--- config.mk ---
export PLATFORM = sky130hd
export DESIGN_NAME = cgra_kernel_scheduler_flat
export DESIGN_NICKNAME = d
export VERILOG_FILES = /design/src/rtl/cgra_pkg.sv /design/src/rtl/cgra_kernel_scheduler_if.sv /design/src/rtl/cgra_ksched_fifo.sv /design/src/rtl/cgra_kernel_scheduler.sv /design/src/flat_wrapper.sv
export SDC_FILE = /design/constraint.sdc
export NUM_CORES = 1
export LEC_CHECK = 0
export BUFFER_PORTS_ARGS = -buffer_cell sky130_fd_sc_hd__buf_2
export CORE_UTILIZATION = 60
export DETAILED_ROUTE_END_ITERATION = 6
export PLACE_DENSITY_LB_ADDON = 0.08
export SYNTH_ARGS = -nofsm -noshare
export SYNTH_HDL_FRONTEND = slang
export SYNTH_SLANG_ARGS = --single-unit
--- constraint.sdc ---
create_clock -name clk_i -period 4.9 [get_ports clk_i]
set_input_delay 0.245 -clock clk_i [delete_from_list [all_inputs] [get_ports clk_i]]
set_output_delay 0.245 -clock clk_i [all_outputs]
set_load 0.01 [all_outputs]
--- src/rtl/cgra_pkg.sv ---
// rtl/cgra_pkg.sv - shared types for the CGRA kernel scheduler
// Contents: scheduler FSM state enum, launch FIFO entry struct, default field widths.
package cgra_pkg;

  // Default field widths; the scheduler parameters default to these so the
  // FIFO entry layout lines up with the host-facing ports.
  localparam int KSCHED_N_COL    = 4;
  localparam int KSCHED_N_SLOTS  = 4;
  localparam int KSCHED_KER_ID_W = 4;
  localparam int KSCHED_NCOL_W   = $clog2(KSCHED_N_COL) + 1;
  localparam int KSCHED_SLOT_W   = $clog2(KSCHED_N_SLOTS);

  typedef enum logic [1:0] {
    ST_IDLE  = 2'd0,
    ST_ALLOC = 2'd1,
    ST_REQ   = 2'd2
  } ksched_state_e;

  typedef struct packed {
    logic [KSCHED_KER_ID_W-1:0] ker_id;
    logic [KSCHED_NCOL_W-1:0]   ncol;
    logic [KSCHED_SLOT_W-1:0]   slot;
  } ksched_entry_t;

endpackage

--- src/rtl/cgra_kernel_scheduler_if.sv ---
// rtl/cgra_kernel_scheduler_if.sv - host launch / controller handshake bundle
// slave modport (scheduler side):
//   in : sub_valid_i, sub_ker_id_i, sub_ncol_i, sub_slot_i, acc_ack_i, acc_end_i
//   out: sub_ready_o, acc_req_o, ker_id_o, col_busy_o, q_count_o, evt_o, err_o
// master modport is the mirror image (host + controller side).
interface cgra_kernel_scheduler_if
  import cgra_pkg::*;
#(
  parameter int N_COL       = KSCHED_N_COL,
  parameter int N_SLOTS     = KSCHED_N_SLOTS,
  parameter int KER_ID_W    = KSCHED_KER_ID_W,
  parameter int QUEUE_DEPTH = 4
);
  localparam int NCOL_W = $clog2(N_COL) + 1;
  localparam int SLOT_W = $clog2(N_SLOTS);
  localparam int CNT_W  = $clog2(QUEUE_DEPTH) + 1;

  logic                sub_valid_i;
  logic                sub_ready_o;
  logic [KER_ID_W-1:0] sub_ker_id_i;
  logic [NCOL_W-1:0]   sub_ncol_i;
  logic [SLOT_W-1:0]   sub_slot_i;
  logic [N_COL-1:0]    acc_req_o;
  logic [KER_ID_W-1:0] ker_id_o;
  logic                acc_ack_i;
  logic [N_COL-1:0]    acc_end_i;
  logic [N_COL-1:0]    col_busy_o;
  logic [CNT_W-1:0]    q_count_o;
  logic [N_SLOTS-1:0]  evt_o;
  logic                err_o;

  modport slave (
    input  sub_valid_i, sub_ker_id_i, sub_ncol_i, sub_slot_i, acc_ack_i, acc_end_i,
    output sub_ready_o, acc_req_o, ker_id_o, col_busy_o, q_count_o, evt_o, err_o
  );

  modport master (
    output sub_valid_i, sub_ker_id_i, sub_ncol_i, sub_slot_i, acc_ack_i, acc_end_i,
    input  sub_ready_o, acc_req_o, ker_id_o, col_busy_o, q_count_o, evt_o, err_o
  );

endinterface

--- src/rtl/cgra_ksched_fifo.sv ---
// rtl/cgra_ksched_fifo.sv - launch FIFO for the kernel scheduler
// Ports: clk_i, rst_ni (async active-low); push/push_data write side;
//        pop/head read side (head is the oldest entry, valid when !empty);
//        empty, full, count occupancy status.
module cgra_ksched_fifo
  import cgra_pkg::*;
#(
  parameter int DEPTH = 4,
  localparam int PTR_W = $clog2(DEPTH),
  localparam int CNT_W = $clog2(DEPTH) + 1
) (
  input  logic          clk_i,
  input  logic          rst_ni,
  input  logic          push,
  input  ksched_entry_t push_data,
  input  logic          pop,
  output ksched_entry_t head,
  output logic          empty,
  output logic          full,
  output logic [CNT_W-1:0] count
);

  ksched_entry_t    mem [DEPTH];
  logic [PTR_W-1:0] wr_ptr;
  logic [PTR_W-1:0] rd_ptr;
  logic [CNT_W-1:0] cnt;
  logic             do_push;
  logic             do_pop;

  assign do_push = push && !full;
  assign do_pop  = pop && !empty;

  // DEPTH is a power of two, so the pointers wrap by plain overflow.
  always_ff @(posedge clk_i or negedge rst_ni) begin
    if (!rst_ni) begin
      wr_ptr <= '0;
      rd_ptr <= '0;
      cnt    <= '0;
    end else begin
      if (do_push) wr_ptr <= wr_ptr + 1'b1;
      if (do_pop)  rd_ptr <= rd_ptr + 1'b1;
      case ({do_push, do_pop})
        2'b10:   cnt <= cnt + 1'b1;
        2'b01:   cnt <= cnt - 1'b1;
        default: cnt <= cnt;
      endcase
    end
  end

  always_ff @(posedge clk_i) begin
    if (do_push) mem[wr_ptr] <= push_data;
  end

  assign head  = mem[rd_ptr];
  assign empty = (cnt == '0);
  assign full  = (cnt == CNT_W'(DEPTH));
  assign count = cnt;

endmodule

--- src/rtl/cgra_kernel_scheduler.sv ---
// rtl/cgra_kernel_scheduler.sv - in-order kernel launcher onto contiguous CGRA columns
// Ports: clk_i, rst_ni (async active-low); bus (cgra_kernel_scheduler_if.slave):
//   host launch handshake, per-column controller request/ack/end, column busy map,
//   FIFO occupancy, per-slot completion events and illegal-ncol error pulse.
// Optional: CGRA_KSCHED_PERF_EN adds wait_cycles_o, a saturating count of
//   cycles spent in ALLOC without finding room for the head launch.
module cgra_kernel_scheduler
  import cgra_pkg::*;
#(
  parameter int N_COL       = KSCHED_N_COL,
  parameter int N_SLOTS     = KSCHED_N_SLOTS,
  parameter int KER_ID_W    = KSCHED_KER_ID_W,
  parameter int QUEUE_DEPTH = 4
) (
  input  logic clk_i,
  input  logic rst_ni,
  cgra_kernel_scheduler_if.slave bus
`ifdef CGRA_KSCHED_PERF_EN
  ,
  output logic [31:0] wait_cycles_o
`endif
);

  localparam int NCOL_W = $clog2(N_COL) + 1;
  localparam int SLOT_W = $clog2(N_SLOTS);
  localparam int CNT_W  = $clog2(QUEUE_DEPTH) + 1;
  localparam int OUT_W  = $clog2(N_COL) + 1;

  ksched_state_e    state_q, state_d;
  ksched_entry_t    push_entry, head;
  logic             fifo_empty, fifo_full, push, ack, ncol_legal;
  logic [CNT_W-1:0] fifo_count;

  logic [N_COL-1:0]   busy_q, busy_d;
  logic [N_COL-1:0]   mask_q, alloc_mask;
  logic               alloc_found;
  logic [SLOT_W-1:0]  col_slot_q [N_COL];
  logic [OUT_W-1:0]   out_cnt_q [N_SLOTS];
  logic [OUT_W-1:0]   out_cnt_d [N_SLOTS];
  logic [N_SLOTS-1:0] evt_q, evt_d;
  logic               err_q;

  // Illegal requests still complete the handshake (ready is only !full) but
  // never reach the FIFO.
  assign ncol_legal = (bus.sub_ncol_i != '0) && (bus.sub_ncol_i <= NCOL_W'(N_COL));
  assign push       = bus.sub_valid_i && !fifo_full && ncol_legal;
  assign push_entry = '{ker_id: bus.sub_ker_id_i, ncol: bus.sub_ncol_i, slot: bus.sub_slot_i};
  assign ack        = (state_q == ST_REQ) && bus.acc_ack_i;

  cgra_ksched_fifo #(.DEPTH(QUEUE_DEPTH)) u_fifo (
    .clk_i     (clk_i),
    .rst_ni    (rst_ni),
    .push      (push),
    .push_data (push_entry),
    .pop       (ack),
    .head      (head),
    .empty     (fifo_empty),
    .full      (fifo_full),
    .count     (fifo_count)
  );

  // Lowest-index run of head.ncol free columns. Scanning starts from the top
  // so the last hit, i.e. the lowest start, is the one kept.
  always_comb begin
    logic [N_COL-1:0] run;
    alloc_found = 1'b0;
    alloc_mask  = '0;
    run         = '0;
    for (int s = N_COL - 1; s >= 0; s--) begin
      run = '0;
      for (int c = 0; c < N_COL; c++) begin
        if (c >= s && c < s + int'(head.ncol)) run[c] = 1'b1;
      end
      if ((s + int'(head.ncol) <= N_COL) && ((run & busy_q) == '0)) begin
        alloc_found = 1'b1;
        alloc_mask  = run;
      end
    end
  end

  // FSM next state and request outputs.
  always_comb begin
    state_d       = state_q;
    bus.acc_req_o = '0;
    bus.ker_id_o  = '0;
    case (state_q)
      ST_IDLE:  if (!fifo_empty) state_d = ST_ALLOC;
      // No bypass: a head that does not fit blocks everything behind it.
      ST_ALLOC: if (alloc_found) state_d = ST_REQ;
      ST_REQ: begin
        bus.acc_req_o = mask_q;
        bus.ker_id_o  = KER_ID_W'(head.ker_id);
        if (bus.acc_ack_i) state_d = ST_IDLE;
      end
      default:  state_d = ST_IDLE;
    endcase
  end

  // Column map and per-slot outstanding-column counters. Ends only touch
  // columns already busy, and an acked mask is always disjoint from busy_q,
  // so both updates apply independently in the same cycle.
  always_comb begin
    logic [OUT_W-1:0] mask_pop;
    logic [OUT_W-1:0] inc;
    logic [OUT_W-1:0] dec;
    busy_d   = busy_q;
    mask_pop = '0;
    inc      = '0;
    dec      = '0;
    evt_d    = '0;
    for (int c = 0; c < N_COL; c++) begin
      mask_pop = mask_pop + OUT_W'(mask_q[c]);
      if (bus.acc_end_i[c] && busy_q[c]) busy_d[c] = 1'b0;
    end
    if (ack) busy_d = busy_d | mask_q;
    for (int s = 0; s < N_SLOTS; s++) begin
      inc = '0;
      dec = '0;
      if (ack && (head.slot == SLOT_W'(s))) inc = mask_pop;
      for (int c = 0; c < N_COL; c++) begin
        if (bus.acc_end_i[c] && busy_q[c] && (col_slot_q[c] == SLOT_W'(s))) dec = dec + 1'b1;
      end
      out_cnt_d[s] = out_cnt_q[s] + inc - dec;
      evt_d[s]     = (out_cnt_q[s] != '0) && (out_cnt_d[s] == '0);
    end
  end

  always_ff @(posedge clk_i or negedge rst_ni) begin
    if (!rst_ni) begin
      state_q <= ST_IDLE;
      busy_q  <= '0;
      mask_q  <= '0;
      evt_q   <= '0;
      err_q   <= 1'b0;
      for (int c = 0; c < N_COL; c++) col_slot_q[c] <= '0;
      for (int s = 0; s < N_SLOTS; s++) out_cnt_q[s] <= '0;
    end else begin
      state_q <= state_d;
      busy_q  <= busy_d;
      evt_q   <= evt_d;
      err_q   <= bus.sub_valid_i && !fifo_full && !ncol_legal;
      if (state_q == ST_ALLOC && alloc_found) mask_q <= alloc_mask;
      if (ack) begin
        for (int c = 0; c < N_COL; c++) begin
          if (mask_q[c]) col_slot_q[c] <= head.slot;
        end
      end
      for (int s = 0; s < N_SLOTS; s++) out_cnt_q[s] <= out_cnt_d[s];
    end
  end

  assign bus.sub_ready_o = !fifo_full;
  assign bus.q_count_o   = fifo_count;
  assign bus.col_busy_o  = busy_q;
  assign bus.evt_o       = evt_q;
  assign bus.err_o       = err_q;

`ifdef CGRA_KSCHED_PERF_EN
  logic [31:0] wait_q;

  always_ff @(posedge clk_i or negedge rst_ni) begin
    if (!rst_ni) begin
      wait_q <= '0;
    end else if (state_q == ST_ALLOC && !alloc_found && wait_q != '1) begin
      wait_q <= wait_q + 1'b1;
    end
  end

  assign wait_cycles_o = wait_q;
`endif

endmodule

--- src/flat_wrapper.sv ---
// flat-port wrapper written by rule: the top's interface ports become plain ports
module cgra_kernel_scheduler_flat import cgra_pkg::*;
#(
  parameter int N_COL       = KSCHED_N_COL,
  parameter int N_SLOTS     = KSCHED_N_SLOTS,
  parameter int KER_ID_W    = KSCHED_KER_ID_W,
  parameter int QUEUE_DEPTH = 4
)
  (clk_i, rst_ni, bus_sub_valid_i, bus_sub_ker_id_i, bus_sub_ncol_i, bus_sub_slot_i, bus_acc_ack_i, bus_acc_end_i, bus_sub_ready_o, bus_acc_req_o, bus_ker_id_o, bus_col_busy_o, bus_q_count_o, bus_evt_o, bus_err_o);
  cgra_kernel_scheduler_if #(.N_COL(N_COL), .N_SLOTS(N_SLOTS), .KER_ID_W(KER_ID_W), .QUEUE_DEPTH(QUEUE_DEPTH)) bus_i ();
  input  logic clk_i;
  input  logic rst_ni;
  input wire logic [$bits(bus_i.sub_valid_i)-1:0] bus_sub_valid_i;
  input wire logic [$bits(bus_i.sub_ker_id_i)-1:0] bus_sub_ker_id_i;
  input wire logic [$bits(bus_i.sub_ncol_i)-1:0] bus_sub_ncol_i;
  input wire logic [$bits(bus_i.sub_slot_i)-1:0] bus_sub_slot_i;
  input wire logic [$bits(bus_i.acc_ack_i)-1:0] bus_acc_ack_i;
  input wire logic [$bits(bus_i.acc_end_i)-1:0] bus_acc_end_i;
  output wire logic [$bits(bus_i.sub_ready_o)-1:0] bus_sub_ready_o;
  output wire logic [$bits(bus_i.acc_req_o)-1:0] bus_acc_req_o;
  output wire logic [$bits(bus_i.ker_id_o)-1:0] bus_ker_id_o;
  output wire logic [$bits(bus_i.col_busy_o)-1:0] bus_col_busy_o;
  output wire logic [$bits(bus_i.q_count_o)-1:0] bus_q_count_o;
  output wire logic [$bits(bus_i.evt_o)-1:0] bus_evt_o;
  output wire logic [$bits(bus_i.err_o)-1:0] bus_err_o;
  assign bus_i.sub_valid_i = bus_sub_valid_i;
  assign bus_i.sub_ker_id_i = bus_sub_ker_id_i;
  assign bus_i.sub_ncol_i = bus_sub_ncol_i;
  assign bus_i.sub_slot_i = bus_sub_slot_i;
  assign bus_i.acc_ack_i = bus_acc_ack_i;
  assign bus_i.acc_end_i = bus_acc_end_i;
  assign bus_sub_ready_o = bus_i.sub_ready_o;
  assign bus_acc_req_o = bus_i.acc_req_o;
  assign bus_ker_id_o = bus_i.ker_id_o;
  assign bus_col_busy_o = bus_i.col_busy_o;
  assign bus_q_count_o = bus_i.q_count_o;
  assign bus_evt_o = bus_i.evt_o;
  assign bus_err_o = bus_i.err_o;
  cgra_kernel_scheduler #(.N_COL(N_COL), .N_SLOTS(N_SLOTS), .KER_ID_W(KER_ID_W), .QUEUE_DEPTH(QUEUE_DEPTH)) u_core (.clk_i(clk_i), .rst_ni(rst_ni), .bus(bus_i));
endmodule
== After elaboration in Yosys (flattened, before gate mapping) ==
Memory sizes are Yosys's and may differ from the RTL's.
Index checks and enable logic that the tools add are counted.

* RAM bits: 36
* Word-level logic and storage cells: 211
* Output and inout bits: 21
* Register bits: 42
* Input port bits: 17
* Memories: 1

{| class="wikitable"
|+ Memories
! memory !! depth !! width !! read ports !! clocked after memory_dff !! write ports !! line !! source
|-
| u_core.u_fifo.mem || 4 || 9 || 1 || 0 || 1 || cgra_ksched_fifo.sv:23 || <nowiki>ksched_entry_t mem [DEPTH];</nowiki>
|}

* Muxes and demuxes: 52
* Order comparisons: 15
* Bitwise gates (word level): 5
* Add/sub/neg operators: 30
* Reductions and logical operators: 69
* Equality and inequality tests: 23

{| class="wikitable"
|+ Operator list
! cell !! count
|-
| 3-bit by 32-bit less-than comparator with 1-bit output, first input constant || 5
|-
| 32-bit by 4-bit less-or-equal comparator with 1-bit output, second input constant || 3
|-
| 3-bit 2-to-1 mux || 16
|-
| 1-bit logical AND || 40
|-
| 2-bit by 32-bit less-than comparator with 1-bit output, first input constant || 1
|-
| 4-bit 2-to-1 mux || 7
|-
| 3-bit by 1-bit adder with 3-bit output, second input constant || 9
|-
| 2-bit == test, second input constant || 12
|-
| 1-bit 2-to-1 mux || 24
|-
| 4-bit bitwise AND || 4
|-
| 4-bit logical NOT || 4
|-
| 3-bit logical NOT || 5
|-
| 3-bit nonzero test || 5
|-
| 2-bit by 1-bit == test with 1-bit output, second input constant || 7
|-
| 3-bit adder || 4
|-
| 2-bit logical NOT || 6
|-
| 3-bit subtractor || 4
|-
| 1-bit by 1-bit adder with 2-bit output, second input constant || 4
|-
| 2-bit by 3-bit adder with 4-bit output, first input constant || 2
|-
| 2-bit AND reduction || 4
|-
| 3-bit by 1-bit adder with 3-bit output || 2
|-
| 3-bit less-or-equal comparator, second input constant || 2
|-
| 1-bit by 3-bit less-than comparator with 1-bit output, first input constant || 2
|-
| 2-bit by 3-bit less-than comparator with 1-bit output, first input constant || 2
|-
| 14 further kinds || 20
|}

== Longest topological paths before layout ==
An unclocked memory read counts as a cell.

* Depth in word-level cells: 13
* Gate-level depth with buffers: 17
* Mapped depth without buffers: 17

== Hierarchy ==
A second synthesis with hierarchy kept.

* Cells, all modules: 378
* Area total of the unflattened synthesis: 4,630.7 µm²

{| class="wikitable"
|+ By module, submodules not included
! module !! cells each !! instances !! seq. area each (µm²) !! area an instance (µm²)
|-
| cgra_kernel_scheduler || 294 || 1 || 875.8 || 2,891.5
|-
| cgra_ksched_fifo || 84 || 1 || 1,256.2 || 1,739.2
|}

== Least setup slack after synthesis ==
OpenSTA, ideal clock, no wires.

* Path kind: reg2reg
* Start: register u_core.busy_q[1] (netlist: u_core.bus.col_busy_o[1])
* End: register u_core.evt_q[1] (netlist: u_core.bus.evt_o[1])
* Clock period less this slack: 3.821 ns
* Cell stages (with the launch flop): 15
* Required time: 4.799 ns
* Setup time: 0.101 ns
* Arrival time: 3.720 ns
* Slack: 1.079 ns
* Cell sequence: dfrtp_1 -> nand2_1 -> or3_1 -> ha_1 -> xnor2_1 -> ha_1 -> mux2_2 -> fa_1 -> fa_1 -> xnor2_1 -> xnor2_1 -> xnor2_1 -> xnor2_1 -> xnor2_1 -> nor4_1

{| class="wikitable"
|+ RTL lines
! what !! line !! source
|-
| start: declaration || cgra_kernel_scheduler.sv:34 || <nowiki>logic [N_COL-1:0] busy_q, busy_d;</nowiki>
|-
| start signal: assignment || cgra_kernel_scheduler.sv:139 || <nowiki>busy_q <= busy_d;</nowiki>
|-
| end signal: assignment || cgra_kernel_scheduler.sv:140 || <nowiki>evt_q <= evt_d;</nowiki>
|-
| end: declaration || cgra_kernel_scheduler.sv:40 || <nowiki>logic [N_SLOTS-1:0] evt_q, evt_d;</nowiki>
|}

==> impl_metrics.env <==
export IMPL_crit_slowest_cell="fa_1"
export IMPL_ys_seq_area_frac=0.461
export IMPL_start_util=0.628
export IMPL_dr_total_vias=2987
export IMPL_ys_seq_elements=78
export IMPL_finalHoldViolCount=0
export IMPL_top_layer="met4"
export IMPL_final_cells=540
export IMPL_synth_area_mux_share=0.0890
export IMPL_synthDistinctLibCells=53
export IMPL_synth_edf_count=36
export IMPL_cts_max_level=3
export IMPL_die_area_sq_um=8070
export IMPL_grt_max_degree=43
export IMPL_final_core_util=0.694
export IMPL_arrival_ns=4.32
export IMPL_viasPerCell=5.53
export IMPL_dp_cells=524
export IMPL_syn_cell_area_sq_um=4630
export IMPL_post_place_ws_ns=0.819
export IMPL_tightestPinTransition_ns=0.948
export IMPL_max_freq_mhz=246
export IMPL_coreArea_sq_um=7370
export IMPL_min_period_ns=4.07
export IMPL_max_stage_delay_ns=0.48
export IMPL_gp_congestion=0.837
export IMPL_synth_ff_type="dfrtp_1"
export IMPL_wl_per_cell_um=16.0
export IMPL_fin_crit_sh=0.831
export IMPL_io_pins=38
export IMPL_clockBufferDepth=2
export IMPL_rows=31
export IMPL_first_global_vias=3049
export IMPL_hpwl_um=6440
export IMPL_power_mw=3.28
export IMPL_hold_buffers=0
export IMPL_critical_path_top_cell_by_count="xnor2_1"
export IMPL_slew_viol_final=0
export IMPL_setup_viol=0
export IMPL_met3_length_um=311
export IMPL_hold_class="input pin to asynchronous set/reset pin"
export IMPL_tns_ns=0
export IMPL_root_buffer="clkbuf_8"
export IMPL_synthesis_nets=459
export IMPL_synthSimpleGateAreaFrac=0.128
export IMPL_antenna_found_initial=0
export IMPL_rsz0062_at_grt="false"
export IMPL_io_buffers=37
export IMPL_required_ns=5.15
export IMPL_final_antenna_net_count=0
export IMPL_antenna_cells=0
export IMPL_drc=0
export IMPL_leakage_nw=2.26
export IMPL_end_kind="flip-flop"
export IMPL_synth_largest_area_cell="edfxtp_1"
export IMPL_cts_tree="done"
export IMPL_syn_avg_cell_area_sq_um=11.7
export IMPL_ir_drop_mv=0.281
export IMPL_setup_slack_ns=0.827
export IMPL_critPathMaxFanout=7
export IMPL_synth_xor_area_frac=0.0700
export IMPL_grt_remaining_overflow=0
export IMPL_synth_top_cell_area_share=0.234
export IMPL_final_nets=499
export IMPL_clkSinkCount=78
export IMPL_whs_ns=0.0353
export IMPL_synth_top_family_by_area="adder cells"
export IMPL_grtUsageTotal=0.241
export IMPL_synth_compound_gate_area_share=0.0584
export IMPL_cellPowerDensity_nw_per_um2=641
export IMPL_synth_warnings=0
export IMPL_die_x_um=89.8
export IMPL_finClkSkew_ns=0.00870
export IMPL_postLayoutCellArea_sq_um=5110
export IMPL_dr_pass1_iters=4
export IMPL_grt_pass1_wl_um=15000
export IMPL_start_kind="flip-flop"
export IMPL_cts_resized_gates=0
export IMPL_met1_length_um=4010
export IMPL_status="completed"
export IMPL_syn_inst=396
export IMPL_die_h_um=89.8
export IMPL_crit_type="flip-flop to flip-flop"
export IMPL_area_growth_pct=10.5
export IMPL_postCtsSetupRepairBufs=0
export IMPL_synth_area_top_cells="edfxtp_1 (23%), dfrtp_1 (23%), ha_1 (9.7%), xnor2_1 (5.7%), fa_1 (4.3%)"
export IMPL_synth_async_reset_ratio=0.538
export IMPL_numCtsBuffers=9
export IMPL_route_met2_wl_um=4200
export IMPL_drt_iter0_markers=196
export IMPL_slew_headroom=0.368
export IMPL_clk_pin_slew_ns=0.09
export IMPL_worstSkewPairLatency_ns=0.35
export IMPL_place_area_sq_um=4880
export IMPL_synthAdderAreaFrac=0.141
export IMPL_maxCapViolCount=0
export IMPL_drive_above_1_share=0.172
export IMPL_drt_total_wl_um=8640
export IMPL_path_cells="nand2_1 -> or3_1 -> ha_1 -> xnor2_1 -> ha_1 -> mux2_2 -> fa_1 -> fa_1 -> xnor2_1 -> xnor2_1 -> xnor2_1 -> xnor2_1 -> xnor2_1 -> nor4_1"
synth_stat cells (2+ instances only):
library cell  count
nor2b_1           7
mux2_4            3
dfrtp_1          42
fa_1             10
nor3_1           10
mux4_2            4
or3_1             2
nand2b_1          6
edfxtp_1         36
nand4_1           4
buf_6             3
nand3_1           6
nor2_1           17
xnor2_1          30
o21ai_0          10
ha_1             36
mux4_1            5
and2_1           10
mux2_2           12
a2111o_1          2
nor4_1            6
inv_1            51
nand3b_1          2
and3_1            2
nand2_1          36
nor3b_1           2
xor2_1            7
nand4b_1          2
a21oi_1           4
a211oi_1          2
a2111oi_0         2
clkbuf_1          4
worst max-delay path: cells and delay by family, from the launching register on:
family	cells	cell delay, ns
fa+ha+maj	4	1.52
xor+xnor	6	1.04
simple gates	3	0.66
flops	1	0.46
mux	1	0.27
cell usage in the layout, fill, tap and decap left out, types with 3 or more instances in the layout:
cell type  count
dfrtp_1       42
mux2_2        12
nor2b_1        7
fa_1          10
buf_2         37
clkbuf_8       9
edfxtp_1      36
nor2_1        17
mux4_2         4
mux4_1         5
and2_1        10
nor3_1        10
nand2b_1       6
nand2_1       36
nand3_1        6
xnor2_1       30
mux2_4         3
ha_1          36
a21oi_1        4
o21ai_0       10
inv_1         51
xor2_1         7
nor4_1         6
nand4_1        4
registers in the layout, summed over array words and instances (netlist names):
signal and cells:
u_core.col_slot_q 8, u_core.bus.err_o 1, u_core.u_fifo.rd_ptr 2, u_core.u_fifo.mem 36, u_core.state_q 2, u_core.bus.evt_o 4
u_core.bus.col_busy_o 4, u_core.u_fifo.count 3, u_core.out_cnt_q 12, u_core.u_fifo.wr_ptr 2, u_core.mask_q 4
cell type report:
cell class / count / area, sq um
Inverter: 51 / 191
Clock buffer: 9 / 124
Timing Repair Buffer: 37 / 185
Sequential cell: 78 / 2130
Tap cell: 99 / 124
Clock inverter: 7 / 106
Fill cell: 571 / 2260
Multi-Input combinational cell: 259 / 2250
per-layer routing:
metal	vias to the layer above	GRT usage
li1	1443	-
met1	1471	0.333
met2	62	0.393
met3	11	0.0440
met4	0	0.0669
met5	-	0
worst paths after layout:
kind	depth (start not counted)	start	end	slack, ns
worst max-delay path	14	u_core.bus.col_busy_o[1]$_DFF_PN0_	u_core.bus.evt_o[1]$_DFF_PN0_	0.83
worst min-delay path	1	rst_ni	u_core.bus.evt_o[2]$_DFF_PN0_	0.04
worst max register to register	14	u_core.bus.col_busy_o[1]$_DFF_PN0_	u_core.bus.evt_o[1]$_DFF_PN0_	0.83
worst min register to register	1	u_core.state_q[1]$_DFFE_PN0P_	u_core.state_q[0]$_DFFE_PN0P_	0.51
max in group asynchronous	1	rst_ni	u_core.u_fifo.rd_ptr[0]$_DFFE_PN0P_	4.28
min in group clk_i	1	bus_sub_ker_id_i[2]	u_core.u_fifo.mem[1][7]$_DFFE_PP_	0.10
cells by family after synthesis:
kind of cell             count (synthesis)
adder cells (fa/ha/maj)                 46
multiplexers                            25
flip-flops                              78
AND/OR/NAND/NOR                        116
XOR/XNOR                                37
buffers and inverters                   59
AO/OA/AOI/OAI                           35
power breakdown:
group          switching, mW  internal (mW)  total [mW]  leakage (nW)
Clock                  0.261          0.295       0.556         0.109
Sequential             0.186          0.887        1.07         0.838
Combinational          0.894          0.757        1.65          1.31
(Power assumes the default switching activity.)
